### config.mk
export PLATFORM = sky130hd
export DESIGN_NAME = exe_stage_mc
export DESIGN_NICKNAME = d
export VERILOG_FILES = /design/src/rtl/exe_stage_mc.sv
export SDC_FILE = /design/constraint.sdc
export NUM_CORES = 1
export LEC_CHECK = 0
export ABC_CLOCK_PERIOD_IN_PS = 6100
export BUFFER_PORTS_ARGS = -buffer_cell sky130_fd_sc_hd__buf_2
export CAP_MARGIN = 20
export CORE_AREA = 2 2 248 250
export CTS_CLUSTER_DIAMETER = 30
export DETAILED_ROUTE_END_ITERATION = 8
export DIE_AREA = 0 0 250 252
export HOLD_SLACK_MARGIN = 0.03
export SYNTH_ARGS = -nofsm -noshare
export SYNTH_HDL_FRONTEND = slang
export SYNTH_SLANG_ARGS = --single-unit
### constraint.sdc
create_clock -name clk -period 6.1 [get_ports clk]
set_clock_uncertainty 0.05 [all_clocks]
set_input_delay 0.915 -clock clk [delete_from_list [all_inputs] [get_ports clk]]
set_output_delay 0.915 -clock clk [all_outputs]
set_load 0.02 [all_outputs]
### src/rtl/exe_stage_mc.sv
// exe_stage_mc: execute stage with operand forwarding, ALU, branch-target adder
// and a registered valid/ready output. Optional 1-bit-per-cycle shift-add
// multiplier is compiled in when EXE_MUL_EN is defined.
module exe_stage_mc #(
    parameter int DATA_W = 32,
    parameter int REG_AW = 4
) (
    input  logic              clk,
    input  logic              rst,
    input  logic              in_valid,
    output logic              in_ready,
    input  logic [3:0]        exe_cmd,
    input  logic              wb_en,
    input  logic              mem_r_en,
    input  logic              mem_w_en,
    input  logic [REG_AW-1:0] dest,
    input  logic [DATA_W-1:0] pc_in,
    input  logic [23:0]       imm24,
    input  logic [DATA_W-1:0] val_rn,
    input  logic [DATA_W-1:0] val_rm,
    input  logic [DATA_W-1:0] val2,
    input  logic              op2_sel,
    input  logic [1:0]        sel_src1,
    input  logic [1:0]        sel_src2,
    input  logic [DATA_W-1:0] mem_val,
    input  logic [DATA_W-1:0] wb_val,
    input  logic              c_in,
    output logic              out_valid,
    input  logic              out_ready,
    output logic [DATA_W-1:0] alu_result,
    output logic [DATA_W-1:0] br_addr,
    output logic [DATA_W-1:0] val_rm_out,
    output logic [3:0]        status,
    output logic [REG_AW-1:0] dest_out,
    output logic              wb_en_out,
    output logic              mem_r_en_out,
    output logic              mem_w_en_out,
    output logic              busy
);
    localparam int MSB = DATA_W - 1;
    localparam logic [3:0] CMD_MOV = 4'b0001;
    localparam logic [3:0] CMD_MVN = 4'b1001;
    localparam logic [3:0] CMD_ADD = 4'b0010;
    localparam logic [3:0] CMD_ADC = 4'b0011;
    localparam logic [3:0] CMD_SUB = 4'b0100;
    localparam logic [3:0] CMD_SBC = 4'b0101;
    localparam logic [3:0] CMD_AND = 4'b0110;
    localparam logic [3:0] CMD_ORR = 4'b0111;
    localparam logic [3:0] CMD_EOR = 4'b1000;

    logic [DATA_W-1:0] src1, rm_fwd, op2;
    logic [DATA_W-1:0] alu_res, br_calc;
    logic [DATA_W:0]   sum_w;
    logic              alu_c, alu_v, is_arith, is_sub;
    logic [3:0]        alu_status;
    logic [63:0]       br_off;
    logic              out_valid_reg, out_free, accept, load_out;

    logic [DATA_W-1:0] ld_result, ld_br, ld_rm;
    logic [3:0]        ld_status;
    logic [REG_AW-1:0] ld_dest;
    logic [2:0]        ld_flags;

    logic [DATA_W-1:0] alu_result_reg, br_addr_reg, val_rm_out_reg;
    logic [3:0]        status_reg;
    logic [REG_AW-1:0] dest_out_reg;
    logic [2:0]        flags_out_reg;

    assign out_free = !out_valid_reg || out_ready;
    assign accept   = in_valid && in_ready;

    // Forwarding muxes for Rn and Rm (code 11 falls back to the register file)
    always_comb begin
        src1   = val_rn;
        rm_fwd = val_rm;
        case (sel_src1)
            2'b01:   src1 = mem_val;
            2'b10:   src1 = wb_val;
            default: src1 = val_rn;
        endcase
        case (sel_src2)
            2'b01:   rm_fwd = mem_val;
            2'b10:   rm_fwd = wb_val;
            default: rm_fwd = val_rm;
        endcase
    end

    assign op2 = op2_sel ? val2 : rm_fwd;

    // ALU: arithmetic in DATA_W+1 bits so the top bit is the carry / not-borrow
    always_comb begin
        alu_res  = '0;
        sum_w    = '0;
        is_arith = 1'b0;
        is_sub   = 1'b0;
        alu_c    = c_in;
        alu_v    = 1'b0;
        case (exe_cmd)
            CMD_MOV: alu_res = op2;
            CMD_MVN: alu_res = ~op2;
            CMD_ADD: begin
                is_arith = 1'b1;
                sum_w    = {1'b0, src1} + {1'b0, op2};
            end
            CMD_ADC: begin
                is_arith = 1'b1;
                sum_w    = {1'b0, src1} + {1'b0, op2} + {{DATA_W{1'b0}}, c_in};
            end
            CMD_SUB: begin
                is_arith = 1'b1;
                is_sub   = 1'b1;
                sum_w    = {1'b0, src1} + {1'b0, ~op2} + {{DATA_W{1'b0}}, 1'b1};
            end
            CMD_SBC: begin
                is_arith = 1'b1;
                is_sub   = 1'b1;
                sum_w    = {1'b0, src1} + {1'b0, ~op2} + {{DATA_W{1'b0}}, c_in};
            end
            CMD_AND: alu_res = src1 & op2;
            CMD_ORR: alu_res = src1 | op2;
            CMD_EOR: alu_res = src1 ^ op2;
            default: alu_res = '0;
        endcase
        if (is_arith) begin
            alu_res = sum_w[MSB:0];
            alu_c   = sum_w[DATA_W];
            if (is_sub)
                alu_v = (src1[MSB] != op2[MSB]) && (alu_res[MSB] != src1[MSB]);
            else
                alu_v = (src1[MSB] == op2[MSB]) && (alu_res[MSB] != src1[MSB]);
        end
    end

    assign alu_status = {alu_res[MSB], alu_res == '0, alu_c, alu_v};

    // Word offset sign-extended and scaled by 4; wide enough for any DATA_W
    assign br_off  = {{38{imm24[23]}}, imm24, 2'b00};
    assign br_calc = pc_in + br_off[MSB:0];

`ifdef EXE_MUL_EN
    localparam logic [3:0] CMD_MUL = 4'b1010;
    localparam int CNT_W = $clog2(DATA_W);
    typedef enum logic [1:0] {S_IDLE, S_MUL, S_DONE} state_t;

    state_t            state_reg, state_next;
    logic [CNT_W-1:0]  cnt_reg;
    logic [DATA_W-1:0] acc_reg, mcand_reg, mplier_reg;
    logic [DATA_W-1:0] hold_br_reg, hold_rm_reg;
    logic [REG_AW-1:0] hold_dest_reg;
    logic [2:0]        hold_flags_reg;
    logic              hold_c_reg;
    logic              is_mul, mul_last, done_load;

    assign is_mul    = (exe_cmd == CMD_MUL);
    assign mul_last  = (cnt_reg == CNT_W'(DATA_W - 1));
    assign in_ready  = (state_reg == S_IDLE) && out_free;
    assign done_load = (state_reg == S_DONE) && out_free;
    assign busy      = (state_reg != S_IDLE);
    assign load_out  = (accept && !is_mul) || done_load;

    // FSM state register
    always_ff @(posedge clk or negedge rst) begin
        if (!rst) state_reg <= S_IDLE;
        else      state_reg <= state_next;
    end

    // FSM next state: one MUL cycle per multiplier bit, DONE waits for a free output slot
    always_comb begin
        state_next = state_reg;
        case (state_reg)
            S_IDLE:  if (accept && is_mul) state_next = S_MUL;
            S_MUL:   if (mul_last) state_next = S_DONE;
            S_DONE:  if (out_free) state_next = S_IDLE;
            default: state_next = S_IDLE;
        endcase
    end

    // Shift-add multiplier; side-band fields are captured at acceptance
    always_ff @(posedge clk or negedge rst) begin
        if (!rst) begin
            cnt_reg        <= '0;
            acc_reg        <= '0;
            mcand_reg      <= '0;
            mplier_reg     <= '0;
            hold_br_reg    <= '0;
            hold_rm_reg    <= '0;
            hold_dest_reg  <= '0;
            hold_flags_reg <= '0;
            hold_c_reg     <= 1'b0;
        end else if (accept && is_mul) begin
            cnt_reg        <= '0;
            acc_reg        <= '0;
            mcand_reg      <= src1;
            mplier_reg     <= op2;
            hold_br_reg    <= br_calc;
            hold_rm_reg    <= rm_fwd;
            hold_dest_reg  <= dest;
            hold_flags_reg <= {wb_en, mem_r_en, mem_w_en};
            hold_c_reg     <= c_in;
        end else if (state_reg == S_MUL) begin
            if (mplier_reg[0]) acc_reg <= acc_reg + mcand_reg;
            mcand_reg  <= mcand_reg << 1;
            mplier_reg <= mplier_reg >> 1;
            cnt_reg    <= cnt_reg + CNT_W'(1);
        end
    end

    // Output-register source: finished product or the single-cycle path
    always_comb begin
        ld_result = alu_res;
        ld_status = alu_status;
        ld_br     = br_calc;
        ld_rm     = rm_fwd;
        ld_dest   = dest;
        ld_flags  = {wb_en, mem_r_en, mem_w_en};
        if (done_load) begin
            ld_result = acc_reg;
            ld_status = {acc_reg[MSB], acc_reg == '0, hold_c_reg, 1'b0};
            ld_br     = hold_br_reg;
            ld_rm     = hold_rm_reg;
            ld_dest   = hold_dest_reg;
            ld_flags  = hold_flags_reg;
        end
    end
`else
    assign in_ready = out_free;
    assign busy     = 1'b0;
    assign load_out = accept;

    // Output-register source: every command completes in one cycle
    always_comb begin
        ld_result = alu_res;
        ld_status = alu_status;
        ld_br     = br_calc;
        ld_rm     = rm_fwd;
        ld_dest   = dest;
        ld_flags  = {wb_en, mem_r_en, mem_w_en};
    end
`endif

    // Output register: load new result, hold under backpressure, drain on out_ready
    always_ff @(posedge clk or negedge rst) begin
        if (!rst) begin
            out_valid_reg  <= 1'b0;
            alu_result_reg <= '0;
            br_addr_reg    <= '0;
            val_rm_out_reg <= '0;
            status_reg     <= '0;
            dest_out_reg   <= '0;
            flags_out_reg  <= '0;
        end else if (load_out) begin
            out_valid_reg  <= 1'b1;
            alu_result_reg <= ld_result;
            br_addr_reg    <= ld_br;
            val_rm_out_reg <= ld_rm;
            status_reg     <= ld_status;
            dest_out_reg   <= ld_dest;
            flags_out_reg  <= ld_flags;
        end else if (out_ready) begin
            out_valid_reg  <= 1'b0;
        end
    end

    assign out_valid    = out_valid_reg;
    assign alu_result   = alu_result_reg;
    assign br_addr      = br_addr_reg;
    assign val_rm_out   = val_rm_out_reg;
    assign status       = status_reg;
    assign dest_out     = dest_out_reg;
    assign wb_en_out    = flags_out_reg[2];
    assign mem_r_en_out = flags_out_reg[1];
    assign mem_w_en_out = flags_out_reg[0];
endmodule

==> results.md <==
- Status: finished, final reports clean
- Placed insts: 3,501
- Cells after Synth: 2,046
- Maximum VDD drop: 0.185 mV
- Slew headroom: 36.8%
- Setup WS pre-CTS: -0.420 ns
- Total negative slack: 0 ns
- Drc violations: 0
- Reg2reg start: out_valid
- Worst Setup SP: sel_src2[0]
- Vias in the first global route: 16,800
- Die W: 250 um
- CTS tree: done
- Period Utilization, post-route: 95.9%
- Vias: 17,600
- Placeable Area: 60,100 um2
- Nets: 3,115
- CP arrival: 6.10 ns
- DR iter-0 viols: 1,363
- Most frequent cells in the layout: 453 x buf_4, 344 x buf_2, 294 x nand2_1
- Cell area after synthesis: 15,000 um2
- Vias per cell: 5.00
- Design Power: 5160 uW
- Post-Layout Cell Count: 3,529
- Area Overhead vs Synth: 43.1%
- Final Critical Period: 5.85 ns
- Synth unique cells: 101
- Starting density of the core: 24.9%
- First-pass GRT wire length: 97.5 mm
- Tot GR Track Use: 19.8%
- Simple-gate share of the synthesized area: 22.1%
- Number of I/O port buffers: 345
- Largest net degree at the start of global routing: 85
- Clock H-tree levels: 3
- Synthesized Nets: 2,426
- WL final: 63.9 mm
- Post-route ant nets: 0
- Die area: 63,000 um2
- Number of synthesized flops with an enable pin: 0
- Final WS setup: 0.249 ns
- Initial antenna violation count: 6
- Critical path class: in -> reg
- Reg clk slew, reported paths: 0.09 ns
- Maxcap violations: 0
- Largest family of logic cells by synthesized area: compound AO/OA/AOI/OAI gates
- CTS Buf Count: 9
- Slew Limit Fails: 0
- Gpl congestion: 0.956
- Sequential area share after synthesis: 17.9%
- Compound-gate portion of the synthesized area: 30.5%
- Seq cells post-synth: 107
- Clk Latency, worst-skew pair: 0.40 ns
- Hold Crit Start: alu_result[23]
- Critical path required time: 6.35 ns
- Synth Area in XOR/XNOR: 10.0%
- Mux contribution to synthesized area: 1.10%
- Commonest non-fill, non-tap cell in the layout: buf_4
- Adder-Cell Fraction of Synth Area: 12.1%
- Detailed Place HPWL: 52.7 mm
- Ys Warns: 0
- GRT Residual Overflow: 0
- Clock sink total: 107
- Length of the first detailed-routing pass in iterations: 5
- Max FO, Critical Path: 7
- Wirelength per Cell: 18.1 um
- CP startpoint kind: primary input
- Rows: 90
- Avg Cell Area, Syn: 7.33 um2
- Peak Freq: 0.171 GHz
- Fin. Hold Viols: 0
- Synth Flop Type: dfrtp_1
- Die outline height: 252 um
- CP Capture Type: flop
- CTS max path bufs: 2
- Least-Margin Pin Slew: 0.948 ns
- Final setup fails: 0
- Io pins: 347
- Synth async-reset ratio: 100%
- PwrDens: 240 nW/um2
- Hold Path Class: reg -> reg
- Share of cells above drive strength 1: 33.4%
- LEAKAGE: 0.0102 uW
- Clock root cell: clkbuf_16
what timing repair did:
action | in CTS | in global routing
endpoints found under the hold margin | 0 | 0
buffers inserted | 0 | 5
hold buffers | 0 | 0
endpoints found under the setup margin | 0 | 13
resized for setup | 0 | 72
final timing paths:
| kind | endpoint | slack [ns] | cells past startpoint |
|---|---|---|---|
| setup / recovery | status[2] | 0.25 | 23 |
| min in group asynchronous | br_addr[2] | 0.58 | 1 |
| hold / removal | alu_result[23] | 0.42 | 2 |
| max in group asynchronous | val_rm_out[8] | 4.16 | 2 |
| setup reg to reg | status[2] | 2.78 | 13 |
| hold reg to reg | alu_result[23] | 0.42 | 2 |
critical path, stage by stage:
cell	delay, ns
buf_2	0.12
inv_1	0.07
ha_4	0.25
inv_2	0.11
nor2_1	0.10
o31ai_4	0.31
ha_1	0.23
inv_1	0.06
fa_1	0.38
o21bai_1	0.26
o211a_1	0.21
o21ai_0	0.15
a41o_1	0.29
o31ai_2	0.27
mux2i_1	0.15
xnor2_1	0.16
or4_4	0.58
or3_1	0.41
or4_1	0.40
nand3_1	0.12
nor4b_1	0.07
and4_1	0.21
a32o_1	0.25
power by group:
group	total, uW	internal (uW)	switching, uW
logic	3590	1640	1950
registers	917	845	71.9
clock network	656	295	362
area by class of cell:
cell class | count | area (um2)
Fill cell | 6526 | 38700
Multi-Input combinational cell | 1691 | 11700
Timing Repair Buffer | 808 | 5310
Sequential cell | 107 | 2680
Tap cell | 782 | 978
Inverter | 118 | 443
Clock buffer | 9 | 225
Clock inverter | 7 | 82.6
Antenna cell | 7 | 17.5
Yosys cell counts (11+ instances only):
cell type	number	share of area, %
o21a_1	15	0.75
a211oi_1	20	1.0
xor2_1	53	3.1
a211o_1	16	0.93
ha_1	140	12
o221ai_1	31	1.8
a221o_1	32	2.1
nor2b_1	17	0.71
nor4_1	11	0.46
clkbuf_1	110	2.8
xnor2_1	119	7.0
mux2i_1	12	0.80
o21ai_0	221	7.4
dfrtp_1	107	18
a31oi_1	21	0.88
a22oi_1	51	2.6
a21oi_1	102	3.4
nor2_1	117	2.9
o21bai_1	13	0.65
a221oi_1	26	1.5
nand4_1	18	0.75
o31ai_1	22	1.1
o211ai_1	13	0.65
or3_1	19	0.79
a21o_1	22	1.1
nor3b_1	11	0.55
nand2_1	295	7.4
inv_1	117	2.9
nor3_1	48	1.6
nand2b_1	20	0.83
nand3_1	37	1.2
and3_1	13	0.54
cells by family after synthesis:
group | count (synthesis)
compound gates | 680
other cells | 1
flops | 107
xor+xnor | 172
simple gates | 679
buf+inv | 248
mux | 16
fa+ha+maj | 143
metrics by stage:
stage	utilization [%]	area (um2)	hold WS, ns
after floorplan	-	15000	0.537
after global placement	34.6	20800	0.404
after detailed placement	34.6	20800	0.407
after CTS	35.1	21100	0.430
after global routing	35.7	21400	0.446
final	35.7	21500	0.421
layer usage:
layer / vias up / routed length, um / track usage (%)
met3: 52 / 3690 / 3.10
met4: 0 / 1310 / 5.39
li1: 8810 / - / -
met5: - / 0 / 0
met2: 572 / 27700 / 30.4
met1: 8198 / 31200 / 28.5
No activity file was read; power rests on OpenSTA's default activity.
